[config.mk]
export PLATFORM = sky130hd
export DESIGN_NAME = syn_fifo_ext_flat
export DESIGN_NICKNAME = d
export VERILOG_FILES = /design/src/rtl/syn_fifo_ext_if.sv /design/src/rtl/syn_fifo_ext.sv /design/src/flat_wrapper.sv
export SDC_FILE = /design/constraint.sdc
export NUM_CORES = 1
export LEC_CHECK = 0
export BUFFER_PORTS_ARGS = -buffer_cell sky130_fd_sc_hd__buf_2
export CORE_MARGIN = 10
export CORE_UTILIZATION = 30
export CTS_CLUSTER_DIAMETER = 120
export DETAILED_ROUTE_END_ITERATION = 7
export PLACE_DENSITY = 0.46
export SETUP_SLACK_MARGIN = 0.4
export SLEW_MARGIN = 20
export SYNTH_ARGS = -nofsm -noshare
export SYNTH_HDL_FRONTEND = slang
export SYNTH_SLANG_ARGS = --single-unit
[constraint.sdc]
create_clock -name clk -period 3.25 [get_ports clk]
set_clock_uncertainty 0.05 [all_clocks]
set_input_delay 0.325 -clock clk [delete_from_list [all_inputs] [get_ports clk]]
set_output_delay 0.325 -clock clk [all_outputs]
set_load 0.02 [all_outputs]
[src/rtl/syn_fifo_ext_if.sv]
// Handshake/status bundle for syn_fifo_ext.
// master: producer/consumer side. slave: the FIFO itself.
interface syn_fifo_ext_if #(
  parameter int unsigned WIDTH     = 8,
  parameter int unsigned CNT_WIDTH = 5
);
  logic                 wr_en;
  logic [WIDTH-1:0]     wdata;
  logic                 rd_en;
  logic [WIDTH-1:0]     rdata;
  logic                 full;
  logic                 empty;
  logic                 almost_full;
  logic                 almost_empty;
  logic [CNT_WIDTH-1:0] count;
  logic                 overflow;
  logic                 underflow;

  modport master (
    output wr_en, wdata, rd_en,
    input  rdata, full, empty, almost_full, almost_empty, count, overflow, underflow
  );

  modport slave (
    input  wr_en, wdata, rd_en,
    output rdata, full, empty, almost_full, almost_empty, count, overflow, underflow
  );
endinterface

[src/rtl/syn_fifo_ext.sv]
// syn_fifo_ext: single-clock FIFO for any DEPTH >= 2, with fill count,
// almost-full/almost-empty thresholds, push+pop while full and
// overflow/underflow pulses.
// Optional feature macro: SYN_FIFO_FWFT_EN selects first-word-fall-through
// reads; when undefined, reads are registered with one cycle of latency.
// The interface instance must use the same WIDTH and CNT_WIDTH = $clog2(DEPTH+1).
module syn_fifo_ext #(
  parameter int unsigned WIDTH     = 8,
  parameter int unsigned DEPTH     = 16,
  parameter int unsigned AF_THRESH = DEPTH - 2,
  parameter int unsigned AE_THRESH = 2,
  localparam int unsigned PTR_WIDTH = $clog2(DEPTH),
  localparam int unsigned CNT_WIDTH = $clog2(DEPTH + 1)
) (
  input  logic           clk,
  input  logic           res,
  syn_fifo_ext_if.slave  bus
);

  logic [WIDTH-1:0]     mem [DEPTH];
  logic [PTR_WIDTH-1:0] wr_ptr_q;
  logic [PTR_WIDTH-1:0] rd_ptr_q;
  logic [CNT_WIDTH-1:0] count_q;
  logic [CNT_WIDTH-1:0] count_next;
  logic                 full_q;
  logic                 empty_q;
  logic                 af_q;
  logic                 ae_q;
  logic                 ovf_q;
  logic                 udf_q;
  logic                 rd_ok;
  logic                 wr_ok;

  // Accept/reject decision; a pop in the same cycle frees a slot for a push when full.
  always_comb begin
    rd_ok = bus.rd_en & ~empty_q;
    wr_ok = bus.wr_en & (~full_q | rd_ok);
  end

  // Next occupancy, used to register all flags with zero extra latency.
  always_comb begin
    count_next = count_q;
    unique case ({wr_ok, rd_ok})
      2'b10:   count_next = count_q + CNT_WIDTH'(1);
      2'b01:   count_next = count_q - CNT_WIDTH'(1);
      default: count_next = count_q;
    endcase
  end

  // Storage write; memory contents are deliberately not reset.
  always_ff @(posedge clk) begin
    if (wr_ok) begin
      mem[wr_ptr_q] <= bus.wdata;
    end
  end

  // Pointers (explicit wrap at DEPTH-1), count, flags and reject pulses.
  always_ff @(posedge clk) begin
    if (res) begin
      wr_ptr_q <= '0;
      rd_ptr_q <= '0;
      count_q  <= '0;
      full_q   <= 1'b0;
      empty_q  <= 1'b1;
      af_q     <= (AF_THRESH == 0);
      ae_q     <= 1'b1;
      ovf_q    <= 1'b0;
      udf_q    <= 1'b0;
    end else begin
      if (wr_ok) begin
        wr_ptr_q <= (wr_ptr_q == PTR_WIDTH'(DEPTH - 1)) ? '0 : wr_ptr_q + PTR_WIDTH'(1);
      end
      if (rd_ok) begin
        rd_ptr_q <= (rd_ptr_q == PTR_WIDTH'(DEPTH - 1)) ? '0 : rd_ptr_q + PTR_WIDTH'(1);
      end
      count_q <= count_next;
      full_q  <= (count_next == CNT_WIDTH'(DEPTH));
      empty_q <= (count_next == '0);
      af_q    <= (count_next >= CNT_WIDTH'(AF_THRESH));
      ae_q    <= (count_next <= CNT_WIDTH'(AE_THRESH));
      ovf_q   <= bus.wr_en & ~wr_ok;
      udf_q   <= bus.rd_en & ~rd_ok;
    end
  end

`ifdef SYN_FIFO_FWFT_EN
  // Head word is visible combinationally; value is don't-care while empty.
  always_comb begin
    bus.rdata = mem[rd_ptr_q];
  end
`else
  logic [WIDTH-1:0] rdata_q;

  // Registered read: rdata updates only on an accepted pop, otherwise holds.
  always_ff @(posedge clk) begin
    if (res) begin
      rdata_q <= '0;
    end else if (rd_ok) begin
      rdata_q <= mem[rd_ptr_q];
    end
  end

  // Drive registered read data onto the bus.
  always_comb begin
    bus.rdata = rdata_q;
  end
`endif

  // Status outputs straight from registers.
  always_comb begin
    bus.full         = full_q;
    bus.empty        = empty_q;
    bus.almost_full  = af_q;
    bus.almost_empty = ae_q;
    bus.count        = count_q;
    bus.overflow     = ovf_q;
    bus.underflow    = udf_q;
  end

endmodule

[src/flat_wrapper.sv]
// flat-port wrapper written by rule: the top's interface ports become plain ports
module syn_fifo_ext_flat 
#(
  parameter int unsigned WIDTH     = 8,
  parameter int unsigned DEPTH     = 16,
  parameter int unsigned AF_THRESH = DEPTH - 2,
  parameter int unsigned AE_THRESH = 2,
  localparam int unsigned PTR_WIDTH = $clog2(DEPTH),
  localparam int unsigned CNT_WIDTH = $clog2(DEPTH + 1)
)
  (clk, res, bus_wr_en, bus_wdata, bus_rd_en, bus_rdata, bus_full, bus_empty, bus_almost_full, bus_almost_empty, bus_count, bus_overflow, bus_underflow);
  syn_fifo_ext_if #(.WIDTH(WIDTH), .CNT_WIDTH(5)) bus_i ();
  input  logic clk;
  input  logic res;
  input wire logic [$bits(bus_i.wr_en)-1:0] bus_wr_en;
  input wire logic [$bits(bus_i.wdata)-1:0] bus_wdata;
  input wire logic [$bits(bus_i.rd_en)-1:0] bus_rd_en;
  output wire logic [$bits(bus_i.rdata)-1:0] bus_rdata;
  output wire logic [$bits(bus_i.full)-1:0] bus_full;
  output wire logic [$bits(bus_i.empty)-1:0] bus_empty;
  output wire logic [$bits(bus_i.almost_full)-1:0] bus_almost_full;
  output wire logic [$bits(bus_i.almost_empty)-1:0] bus_almost_empty;
  output wire logic [$bits(bus_i.count)-1:0] bus_count;
  output wire logic [$bits(bus_i.overflow)-1:0] bus_overflow;
  output wire logic [$bits(bus_i.underflow)-1:0] bus_underflow;
  assign bus_i.wr_en = bus_wr_en;
  assign bus_i.wdata = bus_wdata;
  assign bus_i.rd_en = bus_rd_en;
  assign bus_rdata = bus_i.rdata;
  assign bus_full = bus_i.full;
  assign bus_empty = bus_i.empty;
  assign bus_almost_full = bus_i.almost_full;
  assign bus_almost_empty = bus_i.almost_empty;
  assign bus_count = bus_i.count;
  assign bus_overflow = bus_i.overflow;
  assign bus_underflow = bus_i.underflow;
  syn_fifo_ext #(.WIDTH(WIDTH), .DEPTH(DEPTH), .AF_THRESH(AF_THRESH), .AE_THRESH(AE_THRESH)) u_core (.clk(clk), .res(res), .bus(bus_i));
endmodule
Yosys cells after proc, flatten, opt, wreduce, memory -nomap -nowiden:

Memory sizes are Yosys's and may differ from the RTL's. A register that Yosys moved wholly into a read port is not among the register bits.
Index checks and enable logic that the tools add are counted.

* ROM bits: 0
* latch bits: 0
* memory bits (writable): 128
* logic and storage cells: 36
* memories: 1
* flip-flop bits (word level): 19

Memories
* u_core.mem: words 16, bits a word 8, rd ports 1, clocked after memory_dff 1, wr ports 1, RTL line syn_fifo_ext.sv:20 `logic [WIDTH-1:0] mem [DEPTH];`

* multipliers: 0
* equal/unequal tests: 5
* bitwise operators: 9
* add/subtract/negate cells: 4
* order comparisons: 2
* shifts and indexed selects: 0
* reduce and logical (&&, ||, !) cells: 1
* multiplexer cells: 5
* divide/modulo/power cells: 0

Operators by type and width (count)
* 5-bit case mux with 2 select lines: 1
* 4-bit by 1-bit adder with 4-bit output (second input constant): 2
* 4-bit == test (second input constant): 2
* 4-bit 2-to-1 mux: 2
* 5-bit by 1-bit adder with 5-bit output (second input constant): 1
* 5-bit == test (second input constant): 1
* 5-bit by 4-bit >= comparator with 1-bit output (second input constant): 1
* 5-bit by 2-bit <= comparator with 1-bit output (second input constant): 1
* 5-bit logical NOT: 1
* 5-bit by 1-bit subtractor with 5-bit output (second input constant): 1
* 1-bit AND: 4
* 1-bit NOT: 4
* 2-bit by 1-bit == test with 1-bit output (second input constant): 1
* 2-bit == test (second input constant): 1
* 1-bit 2-to-1 mux: 2
* 1-bit bitwise OR: 1

Logic depth before layout (Yosys ltp):

* depth after elaboration: 7
* depth in mapped cells: 12

Least setup slack after synthesis:

Ideal clock, no wire load.

* kind: reg2reg
* start point: register u_core.empty_q, in the netlist u_core.bus.empty
* end point: register u_core.af_q, in the netlist u_core.bus.almost_full
* data required time: 3.064 ns
* arrival time: 2.919 ns
* library setup time: 0.136 ns
* cell stages (with the launch flop): 12
* setup slack: 0.145 ns
* cells stage by stage: dfxtp_1 > nand2b_1 > a21boi_2 > inv_1 > ha_1 > buf_2 > xor2_1 > ha_1 > or4b_4 > a31oi_4 > mux2i_1 > o41ai_2

* cells in the longest elaborated chain, start to end: 7
* elaborated cells between the ends (all ways): 8
* classes of those cells: order compare: 1; eq/ne: 2; mux: 1; bitwise: 4

Ends and longest elaborated chain
* from (decl): RTL line syn_fifo_ext.sv:26 `logic empty_q;`
* from (signal assigned): RTL line syn_fifo_ext.sv:78 `empty_q <= (count_next == '0);`
* 1-bit NOT *: RTL line syn_fifo_ext.sv:36 `rd_ok = bus.rd_en & ~empty_q;`
* 1-bit AND *: RTL line syn_fifo_ext.sv:36
* 1-bit bitwise OR: RTL line syn_fifo_ext.sv:37 `wr_ok = bus.wr_en & (~full_q | rd_ok);`
* 1-bit AND: RTL line syn_fifo_ext.sv:37
* 2-bit by 1-bit == test with 1-bit output / 2-bit == test (equally long branches): RTL line syn_fifo_ext.sv:43 `unique case ({wr_ok, rd_ok})`
* 5-bit case mux with 2 select lines *: RTL line syn_fifo_ext.sv:43
* 5-bit by 4-bit >= comparator with 1-bit output *: RTL line syn_fifo_ext.sv:79 `af_q <= (count_next >= CNT_WIDTH'(AF_THRESH));`
* to (signal assigned): RTL line syn_fifo_ext.sv:65 `af_q <= (AF_THRESH == 0);`
* to (signal assigned): RTL line syn_fifo_ext.sv:79
* to (decl): RTL line syn_fifo_ext.sv:27 `logic af_q;`

Every way passes the cells marked *; elsewhere a longest branch is shown, timed or not.
A chain may end at the register's enable or synchronous reset.

Final worst setup path:

Ends and elaborated chain as after synthesis.

==> impl_metrics.yaml <==
outcome:
  status: "finished clean"
clocking:
  cts_max_level: 4
  cts_sinks: 155
  post_cts_resized: 0
  path_clk_slew_ns: 0.06
  cts_max_path_buffers: 2
  cts_hold_buf: 0
  tritoncts: "yes"
  insertion_delay_ns: 0.43
  post_cts_buffers: 0
  cts_made_buffers: 17
  clockRootBuffer: "clkbuf_16"
sta:
  setup-tns-final_ns: 0
  hold_viol: 0
  fmax_ghz: 0.379
  tightestPinTransition_ns: 0.889
  finalMaxSlewViolations: 0
  period_minus_slack_ns: 2.64
  relSlewSlack_pct: 40.5
  setup_viol: 0
  rsz0062_at_grt: "false"
  fin_crit_sh_pct: 81.1
yosys:
  synth-seq-area-share_pct: 70.0
  syn_nets: 395
  synth_commonest_cells: "edfxtp_1 (128), nor2_1 (38), mux4_2 (32)"
  yosysUniqueCellTypes: 46
  syn_avg_cell_area_sq_um: 16.7
  synth_edf_count: 128
  syn-instance-count: 375
  yosysTopAreaCell: "edfxtp_1"
  synth_warnings: 0
  yosysMostFrequentCell: "edfxtp_1"
  synth_area_leaders: "edfxtp_1 (61%), mux4_2 (12%), dfxtp_1 (8.6%), nor2_1 (2.3%), a21oi_1 (2.2%)"
  syn_area_sq_um: 6260
  synthFlopType: "edfxtp_1"
  synth-async-reset-ratio_pct: 0
  synth-seq-cells: 155
  yosysTopAreaCellShare_pct: 61.4
power_and_ir_drop:
  clkPwrFrac_pct: 37.0
  ir_drop_v: 0.000368
  p_int_uw: 3660
  p_per_area_nw_per_um2: 684
  cellLeakagePower_uw: 0.00243
  pwr-share-comb_pct: 16.5
  swShare_pct: 27.0
  power.total_uw: 5020
  switching_power_uw: 1350
  pwr-share-seq_pct: 46.5
floorplan:
  die_w_um: 165
  floorplan.initialDensity_pct: 30.8
  rows: 52
  core-area_sq_um: 20400
  num_io_pins: 31
  die_area_sq_um: 27100
  die_y_um: 165
final_layout:
  fin_util_pct: 36.0
  drive_gt1_share_pct: 28.2
  final_cell_area_sq_um: 7340
  diodes: 0
  fin_nets: 440
  nFillCells: 1911
  area_growth_pct: 17.1
setup_path:
  ff2ff_setup_slack_ns: 0.61
  cp.arrival_ns: 2.87
  critical_path_class: "reg2reg"
  ff2ff_path_depth: 10
  cp_max_fo: 6
  cp-start-kind: "flop"
  worstReg2RegStart: "u_core.bus.empty"
  crit_required_ns: 3.49
  end_kind: "flop"
  critical_path.startpoint: "u_core.bus.empty"
detailed_routing:
  ant_nets: 0
  num_vias: 3336
  dr.first_iter.drc_count: 209
  wirelength_um: 13900
  first_pass_iters: 4
  vias_per_cell: 4.75
  drc: 0
  wl_per_cell_um: 19.8
placement:
  gp_congestion: 0.749
  dpl_cell_area_sq_um: 6790
  io_buffers: 30
  post-dp-hpwl_um: 9030
grt:
  grt_max_degree: 37
  grt_pass1_vias: 3425
  antenna_found_initial: 0
  grt_use_total_pct: 10.6
  grt_pass1_wl_um: 21000
  grt_overflow_total: 0
min_path:
  min_from: "bus_rd_en"
  hp-class: "in2reg"
  holdPathStages: 3
run:
  drv_cap: 0
## final cells by class
class	count	area, sq um	area share, %
well taps	270	338	4.60
multi-input cells	191	1740	23.7
repair buffers	49	305	4.16
inverters	6	22.5	0.307
flip-flops and latches	155	4390	59.8
clock buffers	18	429	5.85
clock inverters	13	118	1.60
## registers in the layout, indices dropped and copies added (netlist names)
register / cells
u_core.bus.underflow: 1
u_core.bus.overflow: 1
u_core.bus.almost_full: 1
u_core.bus.count: 5
u_core.rd_ptr_q: 4
u_core.mem: 128
u_core.bus.empty: 1
u_core.wr_ptr_q: 4
u_core.bus.rdata: 8
u_core.bus.full: 1
u_core.bus.almost_empty: 1
## path summary, 6_finish.rpt
check | endpoint
worst max-delay path | u_core.bus.almost_full
worst min-delay path | u_core.bus.underflow
worst max register to register | u_core.bus.almost_full
worst min register to register | u_core.bus.underflow
## kinds of logic after synthesis
group | share of synthesized area, %
AO/OA/AOI/OAI | 6.89
multiplexers | 11.8
flip-flops | 70.0
XOR/XNOR | 0.979
AND/OR/NAND/NOR | 6.11
buffers and inverters | 2.62
adder cells (fa/ha/maj) | 1.60
## through the flow
stage               std cells  setup WS [ns]  hold WS, ns
finish                    702          0.614        0.114
global route              702          0.495        0.116
detailed placement        671          0.535        0.411
floorplan                 375          0.422        0.374
CTS                       702          0.583        0.102
global placement          671          0.577        0.403
## per-layer routing
| layer | track usage [%] | part of all wire, % |
|---|---|---|
| met5 | 0 | 0 |
| met4 | 3.90 | 0.49 |
| met3 | 2.94 | 4.9 |
| met2 | 17.4 | 50 |
| met1 | 13.2 | 45 |
## placed cells by master, fill, tap and decap left out, types with 2 or more instances in the layout
cell type / Yosys / layout
a211oi_1: 2 / 2
a21oi_1: 28 / 28
a22oi_1: 16 / 16
a31oi_1: 2 / 2
buf_2: 5 / 30
buf_4: 3 / 18
clkbuf_16: 0 / 17
clkinv_1: 0 / 2
clkinvlp_4: 0 / 3
dfxtp_1: 27 / 25
dfxtp_2: 0 / 2
edfxtp_1: 128 / 128
ha_1: 8 / 7
inv_1: 6 / 6
inv_6: 0 / 5
mux4_2: 32 / 32
nand2_1: 13 / 13
nand2b_1: 4 / 3
nand3_1: 2 / 2
nand3b_1: 2 / 2
nor2_1: 38 / 38
nor2b_1: 6 / 6
nor3_1: 5 / 5
o21a_1: 2 / 2
o21ai_0: 2 / 2
xnor2_1: 2 / 2
xor2_1: 5 / 5
## power groups by stage
stage	Sequential, uW	Clock [uW]	Combinational, uW
CTS	2340	1900	842
floorplan	2380	0	602
global route	2350	1990	910
detailed placement	2380	0	837
finish	2340	1860	827
global placement	2380	0	832
## worst max-delay path, cell delays in order (launching register included)
cell	delay [ns]
dfxtp_2	0.32
nand2b_4	0.15
a21boi_4	0.13
inv_1	0.07
ha_1	0.22
xor2_1	0.17
ha_2	0.23
or4b_4	0.53
a31oi_4	0.18
mux2i_2	0.33
o41ai_2	0.12
(Power assumes the default switching activity.)
